### src/rtl/vga_tile_scanner.sv
// VGA 640x480@60 timing generator that scans the 28x31-tile maze playfield and a
// 16x16 character sprite, producing a 2-stage registered colour-lookup bundle.
module vga_tile_scanner #(
    parameter int H_VIS  = 640,
    parameter int H_FP   = 16,
    parameter int H_SYNC = 96,
    parameter int H_BP   = 48,
    parameter int V_VIS  = 480,
    parameter int V_FP   = 10,
    parameter int V_SYNC = 2,
    parameter int V_BP   = 33,
    parameter int X0     = 208,
    parameter int Y0     = 116,
    parameter logic [7:0] SPR_TRANSP = 8'hFF
) (
    input  logic       i_clk,
    input  logic       i_rst,
    input  logic [7:0] i_char_x,
    input  logic [7:0] i_char_y,
    output logic [9:0] o_map_addr,
    input  logic [4:0] i_map_data,
    output logic [7:0] o_sprite_addr,
    input  logic [7:0] i_sprite_data,
    output logic [1:0] o_mem_select,
    output logic [4:0] o_address_map,
    output logic [7:0] o_address_char,
    output logic [5:0] o_tile_offset,
    output logic [5:0] o_char_offset,
    output logic       o_hsync,
    output logic       o_vsync,
    output logic       o_blank_n,
    output logic       o_frame_start
);

    localparam int unsigned CNT_W   = 10;
    localparam int unsigned POS_W   = 12;
    localparam int          H_TOTAL = H_VIS + H_FP + H_SYNC + H_BP;
    localparam int          V_TOTAL = V_VIS + V_FP + V_SYNC + V_BP;
    localparam int          FIELD_W = 224;
    localparam int          FIELD_H = 248;
    localparam int          TILES_X = 28;
    localparam int          SPR_DIM = 16;

    logic [CNT_W-1:0] h_cnt, v_cnt;
    logic [7:0]       char_x_q, char_y_q;

    // Stage 0: free-running raster counters
    always_ff @(posedge i_clk) begin
        if (i_rst) begin
            h_cnt <= '0;
            v_cnt <= '0;
        end else if (h_cnt == CNT_W'(H_TOTAL - 1)) begin
            h_cnt <= '0;
            v_cnt <= (v_cnt == CNT_W'(V_TOTAL - 1)) ? '0 : v_cnt + CNT_W'(1);
        end else begin
            h_cnt <= h_cnt + CNT_W'(1);
        end
    end

    // Sprite position is frozen for the whole frame at the raster origin
    always_ff @(posedge i_clk) begin
        if (i_rst) begin
            char_x_q <= '0;
            char_y_q <= '0;
        end else if (h_cnt == '0 && v_cnt == '0) begin
            char_x_q <= i_char_x;
            char_y_q <= i_char_y;
        end
    end

    logic signed [POS_W-1:0] px_c, py_c, dx_c, dy_c;
    logic                    visible_c, in_field_c, in_sprite_c;
    logic                    hsync_c, vsync_c, frame_start_c;
    logic [9:0]              map_addr_c;

    // Widened signed arithmetic so off-field positions never alias into range
    always_comb begin
        px_c          = $signed({2'b00, h_cnt}) - POS_W'(X0);
        py_c          = $signed({2'b00, v_cnt}) - POS_W'(Y0);
        dx_c          = px_c - $signed({4'b0000, char_x_q});
        dy_c          = py_c - $signed({4'b0000, char_y_q});
        visible_c     = (h_cnt < CNT_W'(H_VIS)) && (v_cnt < CNT_W'(V_VIS));
        in_field_c    = visible_c
                        && (px_c >= 0) && (px_c < POS_W'(FIELD_W))
                        && (py_c >= 0) && (py_c < POS_W'(FIELD_H));
        in_sprite_c   = in_field_c
                        && (dx_c >= 0) && (dx_c < POS_W'(SPR_DIM))
                        && (dy_c >= 0) && (dy_c < POS_W'(SPR_DIM));
        map_addr_c    = 10'(py_c[7:3]) * 10'(TILES_X) + 10'(px_c[7:3]);
        hsync_c       = !((h_cnt >= CNT_W'(H_VIS + H_FP))
                          && (h_cnt < CNT_W'(H_VIS + H_FP + H_SYNC)));
        vsync_c       = !((v_cnt >= CNT_W'(V_VIS + V_FP))
                          && (v_cnt < CNT_W'(V_VIS + V_FP + V_SYNC)));
        frame_start_c = (h_cnt == '0) && (v_cnt == '0);
    end

    logic [5:0] tile_off_s1, char_off_s1;
    logic       in_field_s1, in_sprite_s1;
    logic       hsync_s1, vsync_s1, blank_n_s1, frame_start_s1;

    // Stage 1: memory addresses plus everything carried to stage 2
    always_ff @(posedge i_clk) begin
        if (i_rst) begin
            o_map_addr     <= '0;
            o_sprite_addr  <= '0;
            tile_off_s1    <= '0;
            char_off_s1    <= '0;
            in_field_s1    <= 1'b0;
            in_sprite_s1   <= 1'b0;
            hsync_s1       <= 1'b1;
            vsync_s1       <= 1'b1;
            blank_n_s1     <= 1'b0;
            frame_start_s1 <= 1'b0;
        end else begin
            o_map_addr     <= in_field_c ? map_addr_c : '0;
            o_sprite_addr  <= in_sprite_c ? {dy_c[3:0], dx_c[3:0]} : '0;
            tile_off_s1    <= in_field_c ? {py_c[2:0], px_c[2:0]} : '0;
            char_off_s1    <= in_sprite_c ? {dy_c[2:0], dx_c[2:0]} : '0;
            in_field_s1    <= in_field_c;
            in_sprite_s1   <= in_sprite_c;
            hsync_s1       <= hsync_c;
            vsync_s1       <= vsync_c;
            blank_n_s1     <= visible_c;
            frame_start_s1 <= frame_start_c;
        end
    end

    logic [1:0] mem_select_c;

    // Opaque sprite pixels win over the maze; transparent ones fall through
    always_comb begin
        mem_select_c = 2'b00;
        if (in_sprite_s1 && i_sprite_data != SPR_TRANSP) begin
            mem_select_c = 2'b11;
        end else if (in_field_s1) begin
            mem_select_c = 2'b01;
        end
    end

    // Stage 2: registered output bundle with matching sync delay
    always_ff @(posedge i_clk) begin
        if (i_rst) begin
            o_mem_select   <= 2'b00;
            o_address_map  <= '0;
            o_address_char <= '0;
            o_tile_offset  <= '0;
            o_char_offset  <= '0;
            o_hsync        <= 1'b1;
            o_vsync        <= 1'b1;
            o_blank_n      <= 1'b0;
            o_frame_start  <= 1'b0;
        end else begin
            o_mem_select   <= mem_select_c;
            o_address_map  <= in_field_s1 ? i_map_data : '0;
            o_address_char <= in_field_s1 ? i_sprite_data : '0;
            o_tile_offset  <= tile_off_s1;
            o_char_offset  <= char_off_s1;
            o_hsync        <= hsync_s1;
            o_vsync        <= vsync_s1;
            o_blank_n      <= blank_n_s1;
            o_frame_start  <= frame_start_s1;
        end
    end

endmodule
### config.mk
export PLATFORM = sky130hd
export DESIGN_NAME = vga_tile_scanner
export DESIGN_NICKNAME = d
export VERILOG_FILES = /design/src/rtl/vga_tile_scanner.sv
export SDC_FILE = /design/constraint.sdc
export NUM_CORES = 1
export LEC_CHECK = 0
export CORE_MARGIN = 3
export CORE_UTILIZATION = 55
export CTS_BUF_LIST = sky130_fd_sc_hd__clkbuf_8
export CTS_CLUSTER_DIAMETER = 80
export DETAILED_ROUTE_END_ITERATION = 10
export PLACE_DENSITY = 0.92
export SLEW_MARGIN = 20
export SYNTH_ARGS = -nofsm -noshare
export SYNTH_HDL_FRONTEND = slang
export SYNTH_SLANG_ARGS = --single-unit
### constraint.sdc
create_clock -name i_clk -period 10.22 [get_ports i_clk]
set_input_delay 2.044 -clock i_clk [delete_from_list [all_inputs] [get_ports i_clk]]
set_output_delay 2.044 -clock i_clk [all_outputs]
set_load 0.05 [all_outputs]
==> results.cfg, run 1 <==
[floorplanning]
die_x_um = 100
coreArea_mm2 = 0.00842
start_util_pct = 58.0
dieArea_mm2 = 0.0101
die_height_um = 100
std_cell_rows = 33
io_pins = 80

[synth]
syn-mean-instance-area_um2 = 8.95
ys_seq_area_share_pct = 39.7
synth_common_cells = dfxtp_1 (97), inv_1 (47), nand2_1 (46)
syn_area_mm2 = 0.00489
synth_cell_types = 57
synth-async-reset-ratio_pct = 0
synth_edf_count = 0
ys_ff_latch = 97
synth_warnings = 0
synth_ff_type = dfxtp_1
syn_nets = 624
yosysTopAreaCell = dfxtp_1
synth_top_cell_area_share_pct = 39.7
netlist_top_cells_area = dfxtp_1 (40%), ha_1 (10%), a21oi_1 (3.9%)
synth.most_common_cell = dfxtp_1
synth_cells = 546

[flow_run]
drv_cap = 0

[power]
vdd.ir_drop.worst_v = 0.0000759
p_leak_nw = 2.43
powerDensity_mw_per_mm2 = 125
total_power_mw = 0.737

[route]
avgRoutedWirePerCell_um = 15.8
drc = 0
vias = 4031
vias_per_cell = 5.56
routed_wl_um = 11400
drt_first_iter_violations = 302
drtAntennaViolNets = 0
dr.pass1.iters = 7

[timing]
final_hold_viol_count = 0
slew_headroom_pct = 53.8
fin_crit_sh_pct = 42.5
period_minus_slack_ns = 4.35
rsz0062_at_grt = no
tns_ns = 0
drv_slew = 0
fmax_mhz = 230
final.setup_skew_ns = 0.0159
layout_setup_ws_ns = 5.87
final-setup-viol-count = 0
worstMarginPinSlew_ns = 0.691

[grt]
grt_use_total_pct = 23.4
grt_pass1_wl_um = 18700
grt_antenna_before_repair = 0
grt_pass1_vias = 3974
grt_overflow = 0
grt_max_degree = 44

[cts]
clk_latency_ns = 0.38
cts_tree = done
clkTransAtPathRegs_ns = 0.10
cts.path.max_buffers = 2
clockRootBuffer = clkbuf_8
htreeDepth = 3
ctsHoldBuffers = 0
cts.repair.resized = 0
post_cts_buffers = 0
numCtsBuffers = 9
cts_sinks = 97

[setup_path]
critPathCaptureType = flip-flop
crit_fanout = 43
cp-start-kind = primary input
cp.arrival_ns = 4.62
critical_path_required_ns = 10.49
crit_type = in -> reg

[layout]
layoutNonFillerInstCount = 725
area_delta_synth_final_pct = 20.8
finalNetCount = 693
layout-drive-gt1-share_pct = 4.68
diodes = 0

[min_path]
min_path_type = reg -> reg

[placed_design]
port_buffers = 79
dp_hpwl_um = 8770
place_congestion = 0.996
dp_slack_ns = 5.53
dpl.cell_count = 709

[run_status]
status = finished, final reports clean
==> path summary, 6_finish.rpt <==
| check | slack, ns | start | to | cells past startpoint |
|---|---|---|---|---|
| worst min-delay path | 0.42 | vsync_s1 | o_vsync | 1 |
| worst max-delay path | 5.87 | i_rst | o_sprite_addr[2] | 9 |
| worst max register to register | 6.55 | v_cnt[3] | o_map_addr[9] | 14 |
| worst min register to register | 0.42 | vsync_s1 | o_vsync | 1 |
==> worst max-delay path, stage by stage <==
cell	delay [ns]
clkdlybuf4s50_1	0.40
buf_4	0.27
nor2_1	0.18
nand3_1	0.12
a31oi_1	0.19
nand4_2	0.43
inv_1	0.29
nand3b_1	0.30
nor4_1	0.37
==> cell usage in the layout (no fill, tap or decap), drive strengths merged, types with 3 or more instances in the layout <==
cell,netlist,layout
xnor2,14,14
and2,17,17
xor2,17,17
nand2,46,46
or2,4,4
nor2b,22,22
nor2,43,43
inv,47,51
fa,8,8
o21a,4,4
nor3,9,9
nor4b,4,4
a21o,6,6
clkbuf,11,9
clkdlybuf4s50,0,79
or4,3,3
nand2b,5,5
a21oi,38,38
nand4,10,10
mux2i,3,3
clkinv,0,3
ha,39,39
dfxtp,97,97
or3,7,7
o21ai,17,17
nor4,11,11
a211oi,3,3
nand3b,3,3
nand3,13,13
==> cell type report <==
type / count / area [µm²]
multi-input cells: 379 / 2640
fillers: 671 / 2520
flip-flops and latches: 97 / 1940
repair buffers: 81 / 806
inverters: 47 / 176
well taps: 105 / 131
clock buffers: 9 / 124
clock inverters: 7 / 78.8
==> state kept, by name, summed over array words and instances (netlist names), 8 cells and up <==
register,flops
char_y_q,8
v_cnt,10
o_sprite_addr,8
o_address_char,8
o_map_addr,10
h_cnt,10
char_x_q,8
==> per-stage QoR <==
step           utilization [%]  hold slack (ns)  cell area, µm²
6_report                  70.1            0.419            5900
5_1_grt                   70.1            0.435            5900
4_1_cts                   70.1            0.420            5900
3_5_place_dp              67.6            0.396            5700
3_3_place_gp              67.6            0.398            5700
2_1_floorplan                -            0.389            4890
==> cell families (layout without fill, tap and decap cells) <==
| logic type | count (synthesis) | after routing | synth area share, % |
|---|---|---|---|
| AO/OA/AOI/OAI | 92 | 92 | 12.1 |
| XOR/XNOR | 31 | 31 | 5.56 |
| adder cells (fa/ha/maj) | 47 | 47 | 13.3 |
| buffers and inverters | 70 | 144 | 6.17 |
| flip-flops | 97 | 97 | 39.7 |
| multiplexers | 3 | 3 | 0.615 |
| AND/OR/NAND/NOR | 206 | 206 | 22.5 |
==> per-layer routing <==
layer  share of wire (%)  vias up  track usage, %
li1                    -     1989               -
met1                  45     1877            30.3
met2                  47      152            39.4
met3                 6.9       13            4.38
met4                 1.6        0            7.67
met5                   0        -               0
==> report_power, final <==
group	leakage, nW	switching [mW]	internal [mW]
Combinational	1.55	0.0549	0.0424
Clock	0.102	0.151	0.0973
Sequential	0.786	0.00518	0.386
Total	2.43	0.211	0.525
Power figures use the tool's default switching activity.
==> run 2, diff against run 1 <==
Clock period 10.22 ns to 4.5 ns, I/O delays scaled along.
==> results.cfg, run 2 (synthesis results as in run 1) <==
[route]
avgRoutedWirePerCell_um = 15.8
drc = 0
drt_first_iter_violations = 302
vias = 4102
routed_wl_um = 11400
dr.pass1.iters = 6
drtAntennaViolNets = 0
vias_per_cell = 5.66

[timing]
final.setup_skew_ns = 0.0163
worstMarginPinSlew_ns = 0.710
rsz0062_at_grt = no
layout_setup_ws_ns = 0.779
final-setup-viol-count = 0
drv_slew = 0
tns_ns = 0
final_hold_viol_count = 0
slew_headroom_pct = 52.6
whs_ns = 0.419
period_minus_slack_ns = 3.72
fin_crit_sh_pct = 82.7
fmax_mhz = 269

[setup_path]
critical_path_required_ns = 4.75
slowest_delay_ns = 0.58
crit_chain = or2_2, nand2_1, xnor2_1, inv_1, fa_1, inv_1, ha_1, fa_1, xor2_1, nand2_1, nor2_1, nand3_1, xnor2_1, nor2_1
worstReg2RegEnd = o_map_addr[9]
cp.arrival_ns = 3.97
critPathCaptureType = flip-flop
reg2reg_from = v_cnt[2]
crit_fanout = 8
reg2regPathDepth = 14
critical_path.slowest_cell = fa_1
reg2reg_slack_ns = 0.78
cp-start-kind = flip-flop
crit_type = reg -> reg

[run_status]
status = finished, final reports clean

[floorplanning]
std_cell_rows = 33
io_pins = 80
coreArea_mm2 = 0.00842
start_util_pct = 58.0
die_x_um = 100
dieArea_mm2 = 0.0101
die_height_um = 100

[layout]
stdcell_area_mm2 = 0.00591
fin_util_pct = 70.2
finalNetCount = 693
multi_input_area_mm2 = 0.00264
regArea_mm2 = 0.00194
layout-drive-gt1-share_pct = 4.68
top_regs = h_cnt (10), o_map_addr (10), v_cnt (10)
area_delta_synth_final_pct = 21.0
layout_common_cells = dfxtp_1 (97), clkdlybuf4s50_1 (79), inv_1 (47)
layoutNonFillerInstCount = 725
final_common_cell = dfxtp_1
fill_cells = 645
diodes = 0

[min_path]
holdPathStages = 1
min_from = vsync_s1
whs_endpoint = o_vsync
min_path_type = reg -> reg

[flow_run]
drv_cap = 0

[placed_design]
placed_cell_area_mm2 = 0.00570
port_buffers = 79
place_congestion = 0.936
dp_hpwl_um = 8660
dp_slack_ns = 0.867
dpl.cell_count = 709

[cts]
numCtsBuffers = 9
clockRootBuffer = clkbuf_8
clk_latency_ns = 0.37
cts_tree = done
cts.path.max_buffers = 2
post_cts_buffers = 0
clkTransAtPathRegs_ns = 0.10
cts.repair.resized = 0
ctsHoldBuffers = 0
htreeDepth = 3
cts_sinks = 97

[grt]
grt_pass1_vias = 3893
grt_overflow = 0
grt_antenna_before_repair = 0
grt_pass1_wl_um = 18400
grt_max_degree = 43
grt_use_total_pct = 22.9

[power]
swShare_pct = 27.6
powerDensity_mw_per_mm2 = 291
total_power_mw = 1.72
vdd.ir_drop.worst_v = 0.000196
p_leak_nw = 2.44
power_frac_clock_pct = 35.2
combPwrFrac_pct = 13.1
p_seq_share_pct = 51.7
switching_power_mw = 0.474
p_int_mw = 1.24
==> run 2: changes by cell type in the layout (fill, tap and decap cells not counted) <==
cell       delta
bufinv_16     +1
clkinv_4      -1
clkinv_8      -1
inv_6         +2
inv_8         -1
==> run 2: per-layer routing <==
metal	routed length, µm	vias up	global-route usage [%]
li1	-	1990	-
met1	4840	1879	28.9
met2	5440	205	38.9
met3	938	28	4.59
met4	224	0	8.29
met5	0	-	0
==> run 2: power groups by stage <==
| stage | Clock [mW] | Combinational, mW | Sequential (mW) |
|---|---|---|---|
| finish | 0.604 | 0.226 | 0.888 |
| global route | 0.647 | 0.246 | 0.890 |
| CTS | 0.610 | 0.220 | 0.888 |
| detailed placement | 0 | 0.217 | 0.908 |
| global placement | 0 | 0.207 | 0.907 |
| floorplan | 0 | 0.143 | 0.908 |
==> run 2: area by class of cell <==
cell class / count / share of cell area [%]
Multi-Input combinational cell: 379 / 44.7
Sequential cell: 97 / 32.8
Timing Repair Buffer: 81 / 13.6
Inverter: 47 / 2.98
Tap cell: 105 / 2.22
Clock buffer: 9 / 2.10
Clock inverter: 7 / 1.52
==> run 2: worst max-delay path by stage <==
stage	to	slack, ns	startpoint	depth (start not counted)
after floorplan	o_map_addr[9]	1.30	v_cnt[3]	14
after global placement	o_map_addr[9]	1.10	v_cnt[3]	14
after detailed placement	o_map_addr[9]	0.87	v_cnt[3]	14
after CTS	o_map_addr[9]	0.84	v_cnt[2]	14
after global routing	o_map_addr[9]	0.46	v_cnt[3]	14
final	o_map_addr[9]	0.78	v_cnt[2]	14
==> run 2: worst max-delay path, delay by kind of cell (launching register included) <==
kind                       cells  cell delay [ns]
adders and majority gates      3             1.18
xor gates and xnor gates       3             0.97
and+or+nand+nor                6             0.69
DFF                            1             0.50
buffers and inverters          2             0.26
